===== config.mk =====
export PLATFORM = sky130hd
export DESIGN_NAME = uart_msg_sender
export DESIGN_NICKNAME = d
export VERILOG_FILES = /design/src/rtl/uart_msg_sender.sv
export SDC_FILE = /design/constraint.sdc
export NUM_CORES = 1
export LEC_CHECK = 0
export BUFFER_PORTS_ARGS = -buffer_cell sky130_fd_sc_hd__buf_2
export CORE_MARGIN = 2
export CORE_UTILIZATION = 60
export DETAILED_ROUTE_END_ITERATION = 6
export GPL_TIMING_DRIVEN = 0
export MAX_ROUTING_LAYER = met4
export PLACE_DENSITY = 0.78
export SLEW_MARGIN = 20
export SYNTH_ARGS = -nofsm -noshare
export SYNTH_HDL_FRONTEND = slang
export SYNTH_SLANG_ARGS = --single-unit

===== constraint.sdc =====
create_clock -name clk -period 2.7 [get_ports clk]
set_input_delay 0.405 -clock clk [delete_from_list [all_inputs] [get_ports clk]]
set_output_delay 0.405 -clock clk [all_outputs]
set_load 0.005 [all_outputs]

===== src/rtl/uart_msg_sender.sv =====
// Formats a 14-bit reading as an 8-byte ASCII line "D=dddd\r\n" and feeds it byte by byte
// to a UART transmitter using its start_trigger/tx_data/tx_busy handshake.
module uart_msg_sender #(
  parameter logic [7:0] Prefix0 = 8'h44,
  parameter logic [7:0] Prefix1 = 8'h3D
) (
  input  logic        clk,
  input  logic        rst,
  input  logic        send_req_i,
  input  logic [13:0] value_i,
  input  logic        tx_busy_i,
  output logic        start_trigger_o,
  output logic [7:0]  tx_data_o,
  output logic        busy_o,
  output logic        done_o
);

  localparam logic [2:0] StIdle     = 3'd0;
  localparam logic [2:0] StConv     = 3'd1;
  localparam logic [2:0] StLoad     = 3'd2;
  localparam logic [2:0] StWaitBusy = 3'd3;
  localparam logic [2:0] StWaitDone = 3'd4;

  localparam logic [13:0] MaxValue  = 14'd9999;
  localparam logic [3:0]  ConvLast  = 4'd13;
  localparam logic [2:0]  LastIdx   = 3'd7;
  localparam logic [7:0]  ByteCr    = 8'h0D;
  localparam logic [7:0]  ByteLf    = 8'h0A;

  logic [2:0]  state_q, state_d;
  logic [13:0] bin_q, bin_d;
  logic [15:0] bcd_q, bcd_d;
  logic [3:0]  cnt_q, cnt_d;
  logic [2:0]  idx_q, idx_d;
  logic [7:0]  data_q, data_d;
  logic        start_q, start_d;
  logic        busy_q, busy_d;
  logic        done_q, done_d;

  logic [15:0] bcd_adj;
  logic [7:0]  sel_byte;

  // Double-dabble correction: any BCD nibble >= 5 gets +3 before the shift.
  always_comb begin
    bcd_adj = bcd_q;
    for (int i = 0; i < 4; i++) begin
      if (bcd_q[4*i +: 4] >= 4'd5) begin
        bcd_adj[4*i +: 4] = bcd_q[4*i +: 4] + 4'd3;
      end
    end
  end

  // Digits are 0..9, so 8'h30 + digit is just the digit in the low nibble.
  always_comb begin
    sel_byte = Prefix0;
    unique case (idx_q)
      3'd0: sel_byte = Prefix0;
      3'd1: sel_byte = Prefix1;
      3'd2: sel_byte = {4'h3, bcd_q[15:12]};
      3'd3: sel_byte = {4'h3, bcd_q[11:8]};
      3'd4: sel_byte = {4'h3, bcd_q[7:4]};
      3'd5: sel_byte = {4'h3, bcd_q[3:0]};
      3'd6: sel_byte = ByteCr;
      3'd7: sel_byte = ByteLf;
    endcase
  end

  always_comb begin
    state_d = state_q;
    bin_d   = bin_q;
    bcd_d   = bcd_q;
    cnt_d   = cnt_q;
    idx_d   = idx_q;
    data_d  = data_q;
    start_d = 1'b0;
    busy_d  = busy_q;
    done_d  = 1'b0;

    unique case (state_q)
      StIdle: begin
        if (send_req_i) begin
          bin_d   = (value_i > MaxValue) ? MaxValue : value_i;
          bcd_d   = '0;
          cnt_d   = '0;
          idx_d   = '0;
          busy_d  = 1'b1;
          state_d = StConv;
        end
      end
      StConv: begin
        {bcd_d, bin_d} = {bcd_adj, bin_q} << 1;
        cnt_d          = cnt_q + 4'd1;
        if (cnt_q == ConvLast) begin
          state_d = StLoad;
        end
      end
      StLoad: begin
        if (!tx_busy_i) begin
          data_d  = sel_byte;
          start_d = 1'b1;
          state_d = StWaitBusy;
        end
      end
      StWaitBusy: begin
        if (tx_busy_i) begin
          state_d = StWaitDone;
        end
      end
      StWaitDone: begin
        if (!tx_busy_i) begin
          if (idx_q != LastIdx) begin
            idx_d   = idx_q + 3'd1;
            state_d = StLoad;
          end else begin
            busy_d  = 1'b0;
            done_d  = 1'b1;
            state_d = StIdle;
          end
        end
      end
      default: begin
        state_d = StIdle;
        busy_d  = 1'b0;
      end
    endcase
  end

  always_ff @(posedge clk or posedge rst) begin
    if (rst) begin
      state_q <= StIdle;
      bin_q   <= '0;
      bcd_q   <= '0;
      cnt_q   <= '0;
      idx_q   <= '0;
      data_q  <= '0;
      start_q <= 1'b0;
      busy_q  <= 1'b0;
      done_q  <= 1'b0;
    end else begin
      state_q <= state_d;
      bin_q   <= bin_d;
      bcd_q   <= bcd_d;
      cnt_q   <= cnt_d;
      idx_q   <= idx_d;
      data_q  <= data_d;
      start_q <= start_d;
      busy_q  <= busy_d;
      done_q  <= done_d;
    end
  end

  assign start_trigger_o = start_q;
  assign tx_data_o       = data_q;
  assign busy_o          = busy_q;
  assign done_o          = done_q;

endmodule

==> results.py <==
metrics = {
    "status": {
        "status": "completed",
    },
    "timing": {
        "post-route-min-period_ps": 2020,
        "relSlewSlack": 0.545,
        "hold_viol": 0,
        "rsz0062_at_grt": "no",
        "tightest_slew_ps": 682,
        "hold_ws_ps": 178,
        "fin_setup_tns_ps": 0,
        "worst_slack_ps": 682,
        "fmax_mhz": 496,
        "slew_violations": 0,
        "setup_viol": 0,
        "fin_crit_sh": 0.747,
        "fin_worst_skew_ps": 11.3,
    },
    "clock_network": {
        "cts_tree": "built",
        "clock_latency_ps": 320,
        "cts_sinks": 49,
        "postCtsSetupRepairBufs": 0,
        "numCtsBuffers": 5,
        "cts_resized": 0,
        "max-clock-path-buffers": 2,
        "cts.clk_slew.worst_paths_ps": 100,
        "cts-root-buf": "clkbuf_8",
        "cts_htree_levels": 2,
        "hold_buffers": 0,
    },
    "synthesis": {
        "ys_ff_latch": 49,
        "synth.cell_area_mm2": 0.00269,
        "synth_cell_types": 48,
        "synth_most_common_cell": "dfrtp_1",
        "synth_commonest_cells": "49 x dfrtp_1, 26 x o21ai_0, 23 x nand2_1",
        "synth_nets": 298,
        "yosys_warnings": 0,
        "synth_area_per_cell_um2": 10.2,
        "synth_edf_count": 0,
        "async_reset_ff_frac": 1.00,
        "synth_flop_cell": "dfrtp_1",
        "postSynthCellCount": 264,
        "synth.area.top_cells": "dfrtp_1 46%, ha_1 7.5%, o21ai_0 4.8%",
        "synth_top_area_cell": "dfrtp_1",
        "synth_top_area_frac": 0.457,
        "seq_area_frac_synth": 0.457,
    },
    "worst_setup_path": {
        "cp-end-kind": "flip-flop",
        "cp_max_fo": 10,
        "crit_chain": "clkbuf_1 -> inv_1 -> ha_1 -> a211o_1 -> nor3_1 -> nor2_2 -> a22o_1",
        "worst_setup_path_start_kind": "flip-flop",
        "required_ps": 2910,
        "cpMaxStageDelayCell": "dfrtp_1",
        "crit_arrival_ps": 2230,
        "worstSetupPathType": "reg -> reg",
        "cp_slowest_stage_delay_ps": 370,
        "rrSetupSlack_ps": 680,
        "critical_path_buf_inv_count": 2,
        "cp_top_family": "buffers and inverters",
    },
    "placed_design": {
        "placed_area_mm2": 0.00291,
        "dp_hpwl_um": 4030,
        "pre_cts_ws_ps": 724,
        "io_buffers": 27,
        "gp_congestion": 0.863,
        "placed_cells": 344,
    },
    "layout": {
        "syn2layout_area_growth_pct": 13.0,
        "final_cell_count_no_fill": 352,
        "fin_util": 0.701,
        "drive_gt1_frac": 0.190,
        "layout.nets": 333,
        "antennaDiodeCount": 0,
        "fin_area_mm2": 0.00303,
    },
    "global_route": {
        "grt_max_degree": 31,
        "gr-total-overflow": 0,
        "grt_first_pass_wirelength_um": 9790,
        "grt.total_usage": 0.255,
        "grt_pass1_vias": 2023,
        "antenna_found_initial": 0,
    },
    "die": {
        "start_util": 0.621,
        "io_pins": 29,
        "core-area_mm2": 0.00432,
        "die_y_um": 70.9,
        "rows": 24,
        "die_w_um": 70.9,
        "dieArea_mm2": 0.00503,
    },
    "routing": {
        "routedWlPerCell_um": 15.9,
        "vias": 2104,
        "ant_nets": 0,
        "dr.pass1.iters": 5,
        "drc": 0,
        "drt_wl_total_um": 5580,
        "vias_per_cell": 5.98,
        "drtIter0Drc": 133,
    },
    "pwr": {
        "cellPowerDensity_mw_per_mm2": 1010,
        "p_int_mw": 1.87,
        "combinationalPowerShare": 0.432,
        "seqPwrFrac": 0.385,
        "switching_share": 0.386,
        "power.leakage_nw": 1.43,
        "p_total_mw": 3.05,
        "switchingPower_mw": 1.18,
        "p_clk_frac": 0.183,
        "vdd_ir_drop_max_mv": 0.495,
    },
    "min_path": {
        "hold_class": "in -> async",
    },
    "job": {
        "maxCapViolCount": 0,
    },
}
cell type report:
type / instances / area [um^2]
Clock buffer: 6 / 82.6
Buffer: 14 / 114
Multi-Input combinational cell: 185 / 1280
Timing Repair Buffer: 28 / 163
Inverter: 16 / 60.1
Sequential cell: 49 / 1230
Fill cell: 336 / 1290
Tap cell: 52 / 65.1
Clock inverter: 2 / 37.5
cells in the final DEF (no fill, tap or decap), types with 2 or more instances in the layout:
master,netlist,routed
a32o_1,4,4
dfrtp_1,49,49
a22oi_1,2,2
o32ai_1,2,2
clkbuf_8,0,6
nor2_1,11,11
inv_1,16,15
buf_2,3,30
nor2b_1,2,2
o22ai_1,8,8
nand4_1,2,2
ha_1,16,16
a21oi_1,19,19
nand2b_1,5,5
a22o_1,11,11
buf_4,3,3
o21a_1,2,2
xnor2_1,4,4
xor2_1,2,2
buf_6,4,4
o31ai_1,4,4
nand3_1,4,4
nor2_2,2,2
clkbuf_1,3,3
nor3_1,2,2
nor3b_1,4,4
o21ai_0,26,26
nand2_1,23,23
a21boi_0,2,2
a21o_1,5,5
mux2i_1,4,4
a32oi_1,2,2
o211ai_1,2,2
power by group through the flow:
| stage | clock network, mW | logic [mW] | registers (mW) |
|---|---|---|---|
| after floorplan | 0 | 1.03 | 1.13 |
| after global placement | 0 | 1.27 | 1.17 |
| final | 0.558 | 1.32 | 1.17 |
| after global routing | 0.593 | 1.49 | 1.20 |
| after CTS | 0.566 | 1.32 | 1.17 |
| after detailed placement | 0 | 1.32 | 1.18 |
logic make-up after synthesis:
| group | share of synthesized area |
|---|---|
| xor gates and xnor gates | 0.0196 |
| adders and majority gates | 0.0746 |
| buffers and inverters | 0.0648 |
| and+or+nand+nor | 0.137 |
| other | 0.00140 |
| DFF | 0.457 |
| muxes | 0.0149 |
| AOI/OAI and AO/OA | 0.231 |
final timing paths:
path | from | endpoint | cells after the start
setup reg to reg | idx_q[2] | tx_data_o[0] | 7
min in group clk | tx_busy_i | done_o | 2
hold / removal | rst | state_q[1] | 2
setup / recovery | idx_q[2] | tx_data_o[0] | 7
hold reg to reg | busy_o | busy_o | 1
max in group asynchronous | rst | bcd_q[3] | 3
flip-flops by register name (all words and copies together), names as in the netlist:
register         flops
done_o               1
tx_data_o            6
state_q              3
idx_q                3
bin_q               14
start_trigger_o      1
cnt_q                4
bcd_q               16
busy_o               1
per-layer routing:
layer,routed length [um],up-vias,track usage
met5,0,-,-
met4,65,0,0.0860
met3,205,7,0.0427
met2,2660,43,0.374
met1,2660,1028,0.363
li1,-,1026,-
worst register-to-register path, delay by kind of cell (launching register included):
family | cells | cell delay, ps
buffers and inverters | 2 | 490
AO/OA/AOI/OAI | 2 | 490
flip-flops | 1 | 370
adder cells (fa/ha/maj) | 1 | 290
AND/OR/NAND/NOR | 2 | 270
(Power assumes the default switching activity.)
